`config.mk`:
```
export PLATFORM = sky130hd
export DESIGN_NAME = arbitro_rr4
export DESIGN_NICKNAME = d
export VERILOG_FILES = /design/src/rtl/arb_pkg.sv /design/src/rtl/rr_pick4.sv /design/src/rtl/arbitro_rr4.sv
export SDC_FILE = /design/constraint.sdc
export NUM_CORES = 1
export LEC_CHECK = 0
export BUFFER_PORTS_ARGS = -buffer_cell sky130_fd_sc_hd__buf_2
export CORE_MARGIN = 5
export CORE_UTILIZATION = 30
export CTS_CLUSTER_DIAMETER = 150
export DETAILED_ROUTE_END_ITERATION = 16
export GPL_TIMING_DRIVEN = 1
export PLACE_DENSITY = 0.55
export SYNTH_ARGS = -nofsm -noshare
export SYNTH_HDL_FRONTEND = slang
export SYNTH_SLANG_ARGS = --single-unit
export TNS_END_PERCENT = 5
```
`constraint.sdc`:
```
create_clock -name clk -period 5.4 [get_ports clk]
set_input_delay 0 -clock clk [delete_from_list [all_inputs] [get_ports clk]]
set_output_delay 0 -clock clk [all_outputs]
set_load 0.01 [all_outputs]
```
`src/rtl/arb_pkg.sv`:
```
// rtl/arb_pkg.sv - shared types and constants for the four-way round-robin arbiter
//
// Purpose: FSM state encoding, requester count, default hold limit and a
//          one-hot helper used by arbitro_rr4.
// Ports:   none (package).

package arb_pkg;

  typedef enum logic {
    ST_IDLE = 1'b0,
    ST_OWN  = 1'b1
  } state_e;

  localparam int N_REQ            = 4;
  localparam int HOLD_MAX_DEFAULT = 8;

  function automatic logic [N_REQ-1:0] onehot4(input logic [1:0] idx);
    onehot4      = '0;
    onehot4[idx] = 1'b1;
  endfunction

endpackage

```
`src/rtl/rr_pick4.sv`:
```
// rtl/rr_pick4.sv - combinational first-request picker in rotating order
//
// Purpose: returns the first request, searching start, start+1, start+2,
//          start+3 (mod 4), that is not masked by excl.
// Ports:   req   in  [3:0] request vector
//          start in  [1:0] first index searched
//          excl  in  [3:0] requesters that may not be picked
//          found out       a candidate exists
//          idx   out [1:0] index of that candidate (start when none)

module rr_pick4
  import arb_pkg::*;
(
  input  logic [N_REQ-1:0] req,
  input  logic [1:0]       start,
  input  logic [N_REQ-1:0] excl,
  output logic             found,
  output logic [1:0]       idx
);

  logic [1:0] cand;

  // Walk from the farthest offset back to the nearest so the nearest hit wins.
  always_comb begin
    found = 1'b0;
    idx   = start;
    cand  = start;
    for (int k = N_REQ - 1; k >= 0; k--) begin
      cand = start + 2'(k);
      if (req[cand] && !excl[cand]) begin
        found = 1'b1;
        idx   = cand;
      end
    end
  end

endmodule

```
`src/rtl/arbitro_rr4.sv`:
```
// rtl/arbitro_rr4.sv - four-way round-robin arbiter driving a 4:1 mux select
//
// Purpose: grants one of four requesters at a time, rotates priority after
//          each release or timeout, and limits consecutive ownership to
//          HOLD_MAX cycles while another requester waits.
// Ports:   clk     in       rising-edge clock
//          reset_n in       asynchronous active-low reset
//          req     in  [3:0] request vector
//          gnt     out [3:0] registered one-hot grant (or zero)
//          sel     out [1:0] registered grantee index, drives mux S
//          busy    out       registered, high while any grant is active

module arbitro_rr4
  import arb_pkg::*;
#(
  parameter int unsigned HOLD_MAX = HOLD_MAX_DEFAULT
) (
  input  logic             clk,
  input  logic             reset_n,
  input  logic [N_REQ-1:0] req,
  output logic [N_REQ-1:0] gnt,
  output logic [1:0]       sel,
  output logic             busy
);

  localparam logic [7:0] HOLD_CNT = 8'(HOLD_MAX);

  state_e           state_q;
  logic [1:0]       ptr_q;
  logic [1:0]       sel_q;
  logic [7:0]       cnt_q;
  logic [N_REQ-1:0] gnt_q;
  logic             busy_q;

  logic [1:0]       pick_start;
  logic [N_REQ-1:0] pick_excl;
  logic             pick_found;
  logic [1:0]       pick_idx;
  logic             own_req;
  logic             others_req;

  // While owning, the search starts after the owner and never returns it, so
  // a requester that releases cannot immediately win again.
  always_comb begin
    pick_start = ptr_q;
    pick_excl  = '0;
    if (state_q == ST_OWN) begin
      pick_start = sel_q + 2'd1;
      pick_excl  = gnt_q;
    end
    own_req    = |(req & gnt_q);
    others_req = |(req & ~gnt_q);
  end

  rr_pick4 u_pick (
    .req   (req),
    .start (pick_start),
    .excl  (pick_excl),
    .found (pick_found),
    .idx   (pick_idx)
  );

  always_ff @(posedge clk or negedge reset_n) begin
    if (!reset_n) begin
      state_q <= ST_IDLE;
      ptr_q   <= 2'd0;
      sel_q   <= 2'd0;
      cnt_q   <= 8'd0;
      gnt_q   <= '0;
      busy_q  <= 1'b0;
    end else begin
      case (state_q)
        ST_IDLE: begin
          // sel keeps its last value while idle
          if (pick_found) begin
            state_q <= ST_OWN;
            gnt_q   <= onehot4(pick_idx);
            sel_q   <= pick_idx;
            busy_q  <= 1'b1;
            cnt_q   <= 8'd1;
          end
        end
        ST_OWN: begin
          if (!own_req) begin
            // release: hand over without an idle bubble when possible
            ptr_q <= sel_q + 2'd1;
            if (pick_found) begin
              gnt_q <= onehot4(pick_idx);
              sel_q <= pick_idx;
              cnt_q <= 8'd1;
            end else begin
              state_q <= ST_IDLE;
              gnt_q   <= '0;
              busy_q  <= 1'b0;
              cnt_q   <= 8'd0;
            end
          end else if (others_req && (cnt_q >= HOLD_CNT)) begin
            // timeout: others_req guarantees pick_found here
            ptr_q <= sel_q + 2'd1;
            gnt_q <= onehot4(pick_idx);
            sel_q <= pick_idx;
            cnt_q <= 8'd1;
          end else if (cnt_q < HOLD_CNT) begin
            cnt_q <= cnt_q + 8'd1;
          end
        end
        default: state_q <= ST_IDLE;
      endcase
    end
  end

  assign gnt  = gnt_q;
  assign sel  = sel_q;
  assign busy = busy_q;

endmodule

```
### After elaboration in Yosys (flattened, before gate mapping)

Cells that the tools add are included.

* order comparisons: 8
* bitwise gates (word level): 4
* add/sub/neg operators: 5
* equality and inequality tests: 6
* muxes and demuxes: 52
* reductions and logical operators: 16

Operators with widths (count)
* two-way mux 8 bit: 4
* two-way mux 2 bit: 10
* two-way mux 4 bit: 5
* two-way mux 1 bit: 19
* binary-select mux 1 bit (select 2 bit): 8
* one-hot mux 8 bit (2 select lines): 1
* < comparator 2 x 3 -> 1 bit, second input constant: 5
* adder 8 x 1 -> 8 bit, second input constant: 1
* AND 4 bit: 2
* >= comparator 8 x 4 -> 1 bit, second input constant: 1
* < comparator 8 x 4 -> 1 bit, second input constant: 1
* one-hot mux 4 bit (2 select lines): 1
* OR reduction 4 bit: 2
* logical AND 1 bit: 6
* != test 2 bit, second input constant: 3
* AND reduction 2 bit: 3
* adder 2 x 1 -> 2 bit, second input constant: 2
* adder 2 bit, second input constant: 2
* zero test 1 bit: 4
* != test 4 x 2 -> 1 bit, second input constant: 1
* NOT 4 bit: 1
* one-hot mux 1 bit (2 select lines): 2
* one-hot mux 2 bit (2 select lines): 1
* != test 3 x 2 -> 1 bit, second input constant: 1
* other kinds (5): 5

* output and inout bits: 7
* bits of input ports: 6
* register bits after elaboration: 18
* logic and storage cells: 97

### Logic depth before layout (Yosys ltp)

Gate-level depths: netlist of the first run.

* depth after elaboration: 18
* gate-level depth with buffers: 9
* depth with buffers taken out: 7

### Cells and area by module

A second synthesis of the first run with hierarchy kept.

* cell total of the unflattened synthesis: 109
* area, all modules: 1087.3 µm²

Modules (own cells, without submodules)
* arbitro_rr4: cells each 88, times used 1, area an instance 950.9 µm²
* rr_pick4: cells each 21, times used 1, area an instance 136.4 µm²

### Worst setup path before layout of the first run

No wires, ideal clock.

* path kind: reg2reg
* start: register sel_q[0], in the netlist sel[0]
* end: register gnt_q[0], in the netlist gnt[0]
* clock period less this slack: 2.144 ns
* stages on the path, launching flop included: 8
* slack: 3.256 ns
* required time: 5.278 ns
* data arrival time: 2.022 ns
* cells stage by stage: dfrtp_1 -> buf_6 -> and3b_1 -> a211o_1 -> a221oi_2 -> mux2i_1 -> nand4_2 -> a32o_1

* longest elaborated chain between the ends: 18
* elaborated cells between the ends (all ways): 49
* classes of those cells: add/sub (4); order compare (2); eq/ne (1); mux (32); reduce/logical (10)

Ends and longest elaborated chain
* start: declaration: RTL line arbitro_rr4.sv:30 `logic [1:0] sel_q;`
* start signal: assignment: RTL line arbitro_rr4.sv:78 `sel_q <= pick_idx;`
* start signal: assignment: RTL line arbitro_rr4.sv:89 `sel_q <= pick_idx;`
* start signal: assignment: RTL line arbitro_rr4.sv:101 `sel_q <= pick_idx;`
* adder 2 x 1 -> 2 bit *: RTL line arbitro_rr4.sv:48 `pick_start = sel_q + 2'd1;`
* two-way mux 2 bit *: RTL line arbitro_rr4.sv:47 `if (state_q == ST_OWN) begin`
* adder 2 bit: RTL line rr_pick4.sv:29 `cand = start + 2'(k);`
* binary-select mux 1 bit (select 2 bit): RTL line rr_pick4.sv:30 `if (req[cand] && !excl[cand]) begin`
* two-way mux 1 bit (not written as such): RTL line rr_pick4.sv:30
* zero test 1 bit: RTL line rr_pick4.sv:30
* logical AND 1 bit: RTL line rr_pick4.sv:30
* two-way mux 2 bit (4 in series): RTL line rr_pick4.sv:30
* < comparator 2 x 3 -> 1 bit (not written as such) or >= comparator 2 x 1 -> 1 bit (tied branches): RTL line arb_pkg.sv:19 `onehot4[idx] = 1'b1;`
* logical AND 1 bit (not written as such): RTL line arb_pkg.sv:19
* two-way mux 1 bit (not written as such): RTL line arb_pkg.sv:19
* demux 1 bit (select 2 bit): RTL line arb_pkg.sv:19
* two-way mux 4 bit, on equally long branches: RTL line arbitro_rr4.sv:87, arbitro_rr4.sv:97
* two-way mux 4 bit: RTL line arbitro_rr4.sv:84 `if (!own_req) begin`
* one-hot mux 4 bit (2 select lines): RTL line arbitro_rr4.sv:72 `case (state_q)`
* end signal: assignment: RTL line arbitro_rr4.sv:77 `gnt_q <= onehot4(pick_idx);`
* end signal: assignment: RTL line arbitro_rr4.sv:88 `gnt_q <= onehot4(pick_idx);`
* end signal: assignment: RTL line arbitro_rr4.sv:100 `gnt_q <= onehot4(pick_idx);`
* end: declaration: RTL line arbitro_rr4.sv:32 `logic [N_REQ-1:0] gnt_q;`

Every way passes the cells marked *; elsewhere a longest branch is shown, timed or not. The select of a mux whose other input is x is not followed.
A chain may end at the register's enable or synchronous reset.

### Worst setup path in the final report of the first run

* start: register state_q
* end: register gnt_q[3], in the netlist gnt[3]

* longest elaborated chain between the ends: 17
* elaborated cells between the ends (all ways): 51
* classes of those cells: add/sub (3); order compare (2); eq/ne (2); mux (33); bitwise (1); reduce/logical (10)

Ends and longest elaborated chain
* start: declaration: RTL line arbitro_rr4.sv:28 `state_e state_q;`
* start signal: assignment: RTL line arbitro_rr4.sv:65 `state_q <= ST_IDLE;`
* start signal: assignment: RTL line arbitro_rr4.sv:76 `state_q <= ST_OWN;`
* start signal: assignment: RTL line arbitro_rr4.sv:92 `state_q <= ST_IDLE;`
* two-way mux 2 bit: RTL line arbitro_rr4.sv:47
* adder 2 bit: RTL line rr_pick4.sv:29
* binary-select mux 1 bit (select 2 bit): RTL line rr_pick4.sv:30
* two-way mux 1 bit (not written as such): RTL line rr_pick4.sv:30
* zero test 1 bit: RTL line rr_pick4.sv:30
* logical AND 1 bit: RTL line rr_pick4.sv:30
* two-way mux 2 bit (4 in series): RTL line rr_pick4.sv:30
* < comparator 2 x 3 -> 1 bit (not written as such) or >= comparator 2 x 1 -> 1 bit (tied branches): RTL line arb_pkg.sv:19
* logical AND 1 bit (not written as such): RTL line arb_pkg.sv:19
* two-way mux 1 bit (not written as such): RTL line arb_pkg.sv:19
* demux 1 bit (select 2 bit): RTL line arb_pkg.sv:19
* two-way mux 4 bit, on equally long branches: RTL line arbitro_rr4.sv:87, arbitro_rr4.sv:97
* two-way mux 4 bit: RTL line arbitro_rr4.sv:84
* one-hot mux 4 bit (2 select lines): RTL line arbitro_rr4.sv:72

Several ways; a longest one is shown, not always the timed one. The select of a mux whose other input is x is not followed.

==> impl_metrics.env, run 1 <==
export IMPL_async_flop_share_pct=100.0
export IMPL_drt_first_pass_iters=4
export IMPL_synth_top_cell_by_area="dfrtp_1"
export IMPL_io_buffers=12
export IMPL_hold_viol=0
export IMPL_synth_area_um2=1305
export IMPL_grt_overflow=0
export IMPL_setup_viol=0
export IMPL_start_util_pct=30.39
export IMPL_synth_nets=152
export IMPL_drv_cap=0
export IMPL_synth_area_leaders="dfrtp_1, nand2_1, nor2_1, o21ai_0, o21a_1"
export IMPL_cts_sinks=18
export IMPL_core_area_um2=4294
export IMPL_status="completed"
export IMPL_num_rows=24
export IMPL_syn_inst=144
export IMPL_dp_hpwl_um=2564
export IMPL_grt_usage_pct=11.95
export IMPL_fin_crit_ns=2.621
export IMPL_antenna_found_initial=0
export IMPL_final_antenna_net_count=0
export IMPL_cp_max_fo=20
export IMPL_fin_crit_sh_pct=48.53
export IMPL_via_count=1166
export IMPL_ios=13
export IMPL_drc=0
export IMPL_die_x_um=75.96
export IMPL_clk_latency_ns=0.25
export IMPL_report_final_slew_viol_count=0
export IMPL_drt_iter0_drc=95
export IMPL_fin_skew_ns=0.004240
export IMPL_fmax_mhz=381.6
export IMPL_synth_flop_cell="dfrtp_1"
export IMPL_seq_area_frac_synth_pct=34.52
export IMPL_finish_utilization_pct=33.86
export IMPL_gp_congestion=0.9227
export IMPL_viasPerCell=5.579
export IMPL_grt_pass1_vias=1210
export IMPL_antennaDiodeCount=0
export IMPL_cts_root_buf="clkbuf_8"
export IMPL_grt_pass1_wl_um=5802
export IMPL_avgSynthCellArea_um2=9.063
export IMPL_fillCellCount=449
export IMPL_slew_headroom_pct=59.55
export IMPL_setup_ws_ns=2.779
export IMPL_mostFrequentLayoutCells="dfrtp_1, nand2_1, nor2_1, buf_2, o21ai_0"
export IMPL_cts_buffers=3
export IMPL_vdd_ir_drop_max_mv=0.1687
export IMPL_cts_buffer_depth=2
export IMPL_yosysWarnings=0
export IMPL_critPathRequiredTime_ns=5.55
export IMPL_post_cts_buffers=0
export IMPL_drive_gt1_share_pct=19.75
export IMPL_p_leak_nw=0.6322
export IMPL_avgRoutedWirePerCell_um=15.55
export IMPL_power_density_nw_per_um2=638.3
export IMPL_cts_max_level=1
export IMPL_worstMarginPinSlew_ns=0.6067
export IMPL_clkSlewWorstSetupHoldPaths_ns=0.06
export IMPL_ys_types=51
export IMPL_start_kind="flop"
export IMPL_synth_edf_count=0
export IMPL_finalWirelength_um=3250
export IMPL_design_area_um2=1454
export IMPL_die_y_um=75.96
export IMPL_synthToLayoutAreaGrowth_pct=11.41
export IMPL_hold_path_class="in2async"
export IMPL_pre_cts_ws_ns=2.823
export IMPL_dpl_instance_area_um2=1403
export IMPL_setup_tns_ns=0
export IMPL_end_kind="flop"
export IMPL_grt_setup_unrepaired="no"
export IMPL_arrival_ns=2.77
export IMPL_r2r_slack_ns=2.78
export IMPL_ys_ff_latch=18
export IMPL_nNetsFinal=167
export IMPL_cts_tree="yes"
export IMPL_die_area_um2=5769
export IMPL_crit_type="reg2reg"
export IMPL_grt_max_degree=21
export IMPL_final_common_cell="dfrtp_1"
export IMPL_synth_top_cell_area_share_pct=34.52
## synthesized netlist by cell type, drive strengths merged, types with 2 or more instances
library cell / instances
a21boi: 2
a32o: 2
o21a: 5
nand3: 3
nor3: 3
and2: 5
buf: 3
o21ai: 14
a31oi: 2
dfrtp: 18
a22o: 3
o31ai: 3
xor2: 3
a41oi: 3
mux2i: 2
ha: 2
nand2: 16
nand2b: 3
a211oi: 2
nand4: 4
nor2: 16
mux2: 2
a21oi: 2
or2: 2
nor2b: 2
inv: 5
o31a: 2
## routing by layer
layer	global-route usage [%]	vias up	wire length, um
met5	0	-	0
met4	4.626	0	57
met3	1.659	7	123
met2	20.12	29	1565
met1	15.31	562	1504
li1	-	568	-
## layout make-up
cell class	instances	area [um2]	area share (%)
clock buffer	3	41.29	2.840
inverter	5	18.77	1.291
multi-input combinational	118	808.3	55.59
sequential	18	450.4	30.98
tap	52	65.06	4.475
timing repair buffer	13	70.07	4.819
## power by group
part / switching, mW / internal [mW] / total [mW]
Clock: 0.0403 / 0.0495 / 0.0898
Combinational: 0.336 / 0.248 / 0.584
Sequential: 0.0722 / 0.182 / 0.254
## worst max-delay path, cell delays in order, from the launching register on
cell and delay, ns:
dfrtp_1 0.73, nor2b_4 0.29, o21ai_0 0.13, a21o_1 0.28
a221oi_2 0.34, mux2i_1 0.28, nand4_2 0.19, o31ai_1 0.28
## repair_timing
action / 4_1_cts / 5_1_grt
endpoints found under the hold margin: 18 / 0
hold buffers: 1 / 0
resized for setup: 0 / 0
## metrics by stage
stage	cells	hold WS [ns]	power [mW]
finish	209	0.2009	0.9280
global placement	205	-0.04912	0.8302
floorplan	144	-0.2956	0.7036
detailed placement	205	-0.04849	0.8394
global route	209	0.2594	1.013
CTS	209	0.2091	0.9354
## worst paths after layout
kind | depth (start not counted) | start | to
min reg2reg | 1 | cnt_q[7]$_DFFE_PN0P_ | cnt_q[7]$_DFFE_PN0P_
max | 7 | state_q$_DFF_PN0_ | gnt[3]$_DFFE_PN0P_
max reg2reg | 7 | state_q$_DFF_PN0_ | gnt[3]$_DFFE_PN0P_
min in group clk | 4 | req[2] | gnt[1]$_DFFE_PN0P_
min | 2 | reset_n | cnt_q[2]$_DFFE_PN0P_
max in group asynchronous | 2 | reset_n | gnt[1]$_DFFE_PN0P_
## cell families after synthesis
logic type / Yosys count / synth area share (%)
XOR/XNOR: 3 / 2.014
multiplexers: 4 / 3.260
flip-flops: 18 / 34.52
AND/OR/NAND/NOR: 59 / 24.07
buffers and inverters: 8 / 3.547
adder cells (fa/ha/maj): 2 / 1.917
AO/OA/AOI/OAI: 50 / 30.68
## state kept, by name (all words and copies together) (netlist names)
signal,flops
busy,1
ptr_q,2
sel,2
cnt_q,8
gnt,4
state_q,1
(Power assumes the default switching activity.)
==> run 2, diff against run 1 <==
- ABC_AREA: unset -> 1
- clock period: 5.4 -> 2.7 ns (I/O delays scaled with it)
==> run 2 against run 1 <==
Effect of this change:
- clock skew up 0.0017 ns
- synthesized area up 4.1%
- design area up 4.5%
- routed wire length down 9.6%
- global-route usage down 1.7 points
- fmax up 33%
- synthesized cell count up 24%
- non-clock buffer count up 1
- register-to-register slack worse by 2.1 ns
- sequential cell count unchanged
- sequential share of layout area down 1.3 points
- largest cell class unchanged
- highest routed layer unchanged
==> impl_metrics.env, run 2 <==
export IMPL_grt_pass1_vias=1084
export IMPL_status="completed"
export IMPL_multi_input_area_um2=784.5
export IMPL_grt_usage_pct=10.22
export IMPL_max_stage_delay_ns=0.52
export IMPL_mostFrequentLayoutCells="nand2_1, nand3_1, dfrtp_1, inv_1"
export IMPL_fin_crit_sh_pct=73.22
export IMPL_vdd_ir_drop_max_mv=0.4430
export IMPL_start_util_pct=30.99
export IMPL_drt_first_pass_iters=4
export IMPL_die_y_um=77.30
export IMPL_fillCellCount=479
export IMPL_cts_buffers=3
export IMPL_die_area_um2=5975
export IMPL_antenna_found_initial=0
export IMPL_hold_viol=0
export IMPL_finish_utilization_pct=34.65
export IMPL_die_x_um=77.30
export IMPL_ios=13
export IMPL_cts_root_buf="clkbuf_8"
export IMPL_clkSlewWorstSetupHoldPaths_ns=0.07
export IMPL_grt_setup_unrepaired="no"
export IMPL_final_antenna_net_count=0
export IMPL_cp_cell_sequence="buf_4 -> nand2_2 -> nand2_4 -> nand2_1 -> nand3_1 -> nand2_2 -> nor2_4 -> nand3_2 -> nand2_4 -> inv_4 -> nand3b_2 -> o21ai_2"
export IMPL_crit_family="simple AND/OR/NAND/NOR gates"
export IMPL_synth_area_leaders="dfrtp_1, nand2_1, nand3_1, nand2_2, inv_1"
export IMPL_cts_max_level=1
export IMPL_cts_tree="yes"
export IMPL_synth_most_common_cell="nand2_1"
export IMPL_avgSynthCellArea_um2=7.591
export IMPL_synthToLayoutAreaGrowth_pct=11.79
export IMPL_cts_buffer_depth=2
export IMPL_register_area_um2=450.4
export IMPL_grt_max_degree=19
export IMPL_fin_skew_ns=0.005944
export IMPL_power_density_nw_per_um2=1348
export IMPL_async_flop_share_pct=100.0
export IMPL_report_final_slew_viol_count=0
export IMPL_critPathRequiredTime_ns=2.85
export IMPL_synth_nets=187
export IMPL_grt_overflow=0
export IMPL_gp_congestion=0.8337
export IMPL_seq_area_frac_synth_pct=33.15
export IMPL_crit_slowest_cell="dfrtp_1"
export IMPL_synth_flop_cell="dfrtp_1"
export IMPL_start_kind="flop"
export IMPL_final_common_cell="nand2_1"
export IMPL_num_rows=24
export IMPL_clk_latency_ns=0.26
export IMPL_via_count=1167
export IMPL_top_register="cnt_q"
export IMPL_setup_tns_ns=0
export IMPL_cts_sinks=18
export IMPL_setup_ws_ns=0.7230
export IMPL_p_leak_nw=0.7860
export IMPL_grt_pass1_wl_um=4988
export IMPL_viasPerCell=4.744
export IMPL_slew_headroom_pct=68.54
export IMPL_synth_area_um2=1359
export IMPL_p_total_mw=2.047
export IMPL_fin_crit_ns=1.977
export IMPL_dp_hpwl_um=2351
export IMPL_drv_cap=0
export IMPL_drc=0
export IMPL_crit_type="reg2reg"
export IMPL_cp_buffers_inverters=2
export IMPL_hold_path_class="in2reg"
export IMPL_pre_cts_ws_ns=0.7542
export IMPL_arrival_ns=2.13
export IMPL_core_area_um2=4384
export IMPL_ys_ff_latch=18
export IMPL_io_buffers=12
export IMPL_nNetsFinal=203
export IMPL_yosysWarnings=0
export IMPL_fmax_mhz=505.8
export IMPL_avgRoutedWirePerCell_um=11.95
export IMPL_largest_reg_flops=8
export IMPL_antennaDiodeCount=0
export IMPL_worst_hold_slack_ns=0.1848
export IMPL_synth_top_cell_by_area="dfrtp_1"
export IMPL_synth_edf_count=0
export IMPL_end_kind="flop"
export IMPL_synth_top_cell_area_share_pct=33.15
export IMPL_ys_types=31
export IMPL_finalWirelength_um=2939
export IMPL_setup_viol=0
export IMPL_worstMarginPinSlew_ns=0.4669
export IMPL_syn_inst=179
export IMPL_post_cts_resized=0
export IMPL_cp_max_fo=9
export IMPL_drt_iter0_drc=51
export IMPL_synth_common_cells="nand2_1, nand3_1, dfrtp_1, inv_1"
export IMPL_drive_gt1_share_pct=27.84
run 2: cell count changes after synthesis, moves of 3 or more:
cell and change:
and2_1 -4, inv_1 +10, inv_2 +3, inv_4 +3, nand2_1 +32, nand2_2 +12, nand2_4 +5, nand2b_1 -3
nand3_1 +18, nand3_2 +4, nor3_1 -3, o21a_1 -4, o31ai_1 -3
run 2: per-stage QoR:
step           std cells  instance area, um2
6_report             246                1519
5_1_grt              246                1519
4_1_cts              246                1519
3_5_place_dp         241                1454
3_3_place_gp         241                1454
2_1_floorplan        179                1359
run 2: report_power, final:
part           switching [mW]  internal, mW  total [mW]
clock network          0.0919         0.130       0.222
registers               0.112         0.362       0.475
logic                   0.872         0.479        1.35
run 2: path summary, 6_finish.rpt:
kind	from	to	slack, ns	cells after the start
min	req[2]	state_q$_DFF_PN0_	0.18	4
min in group asynchronous	reset_n	cnt_q[4]$_DFFE_PN0P_	0.21	2
max	state_q$_DFF_PN0_	cnt_q[1]$_DFFE_PN0P_	0.72	12
max reg2reg	state_q$_DFF_PN0_	cnt_q[1]$_DFFE_PN0P_	0.72	12
min reg2reg	cnt_q[6]$_DFFE_PN0P_	cnt_q[6]$_DFFE_PN0P_	0.50	2
max in group asynchronous	reset_n	gnt[1]$_DFFE_PN0P_	2.20	2
run 2: tightest hold or removal path: stages:
cell and delay, ns:
buf_2 0.10, a22o_1 0.13, nor2_1 0.09, nand3_2 0.10
run 2: cell families (layout without fill, tap and decap cells):
kind of cell	count (synthesis)	after routing	share of synthesized area (%)
buffers and inverters	24	39	9.115
AND/OR/NAND/NOR	114	114	46.13
adder cells (fa/ha/maj)	2	2	1.841
flip-flops	18	18	33.15
XOR/XNOR	2	2	1.289
AO/OA/AOI/OAI	19	19	8.472
run 2: final cells by class:
class | count | share of cell area (%)
clock buffers | 4 | 3.624
inverters | 21 | 5.684
multi-input cells | 137 | 51.65
flip-flops and latches | 18 | 29.65
well taps | 52 | 4.283
repair buffers | 14 | 5.107
run 2: layer usage:
layer  up-vias  track usage (%)  share of wire [%]
met4         0            2.577               0.99
li1        607                -                  -
met1       535            14.26                 50
met5         -                0                  0
met2        21            15.74                 45
met3         4            2.576                3.9
run 2: what timing repair did:
action / in CTS / in global routing
hold buffers: 1 / 0
buffers inserted: 0 / 0
endpoints found under the hold margin: 18 / 0
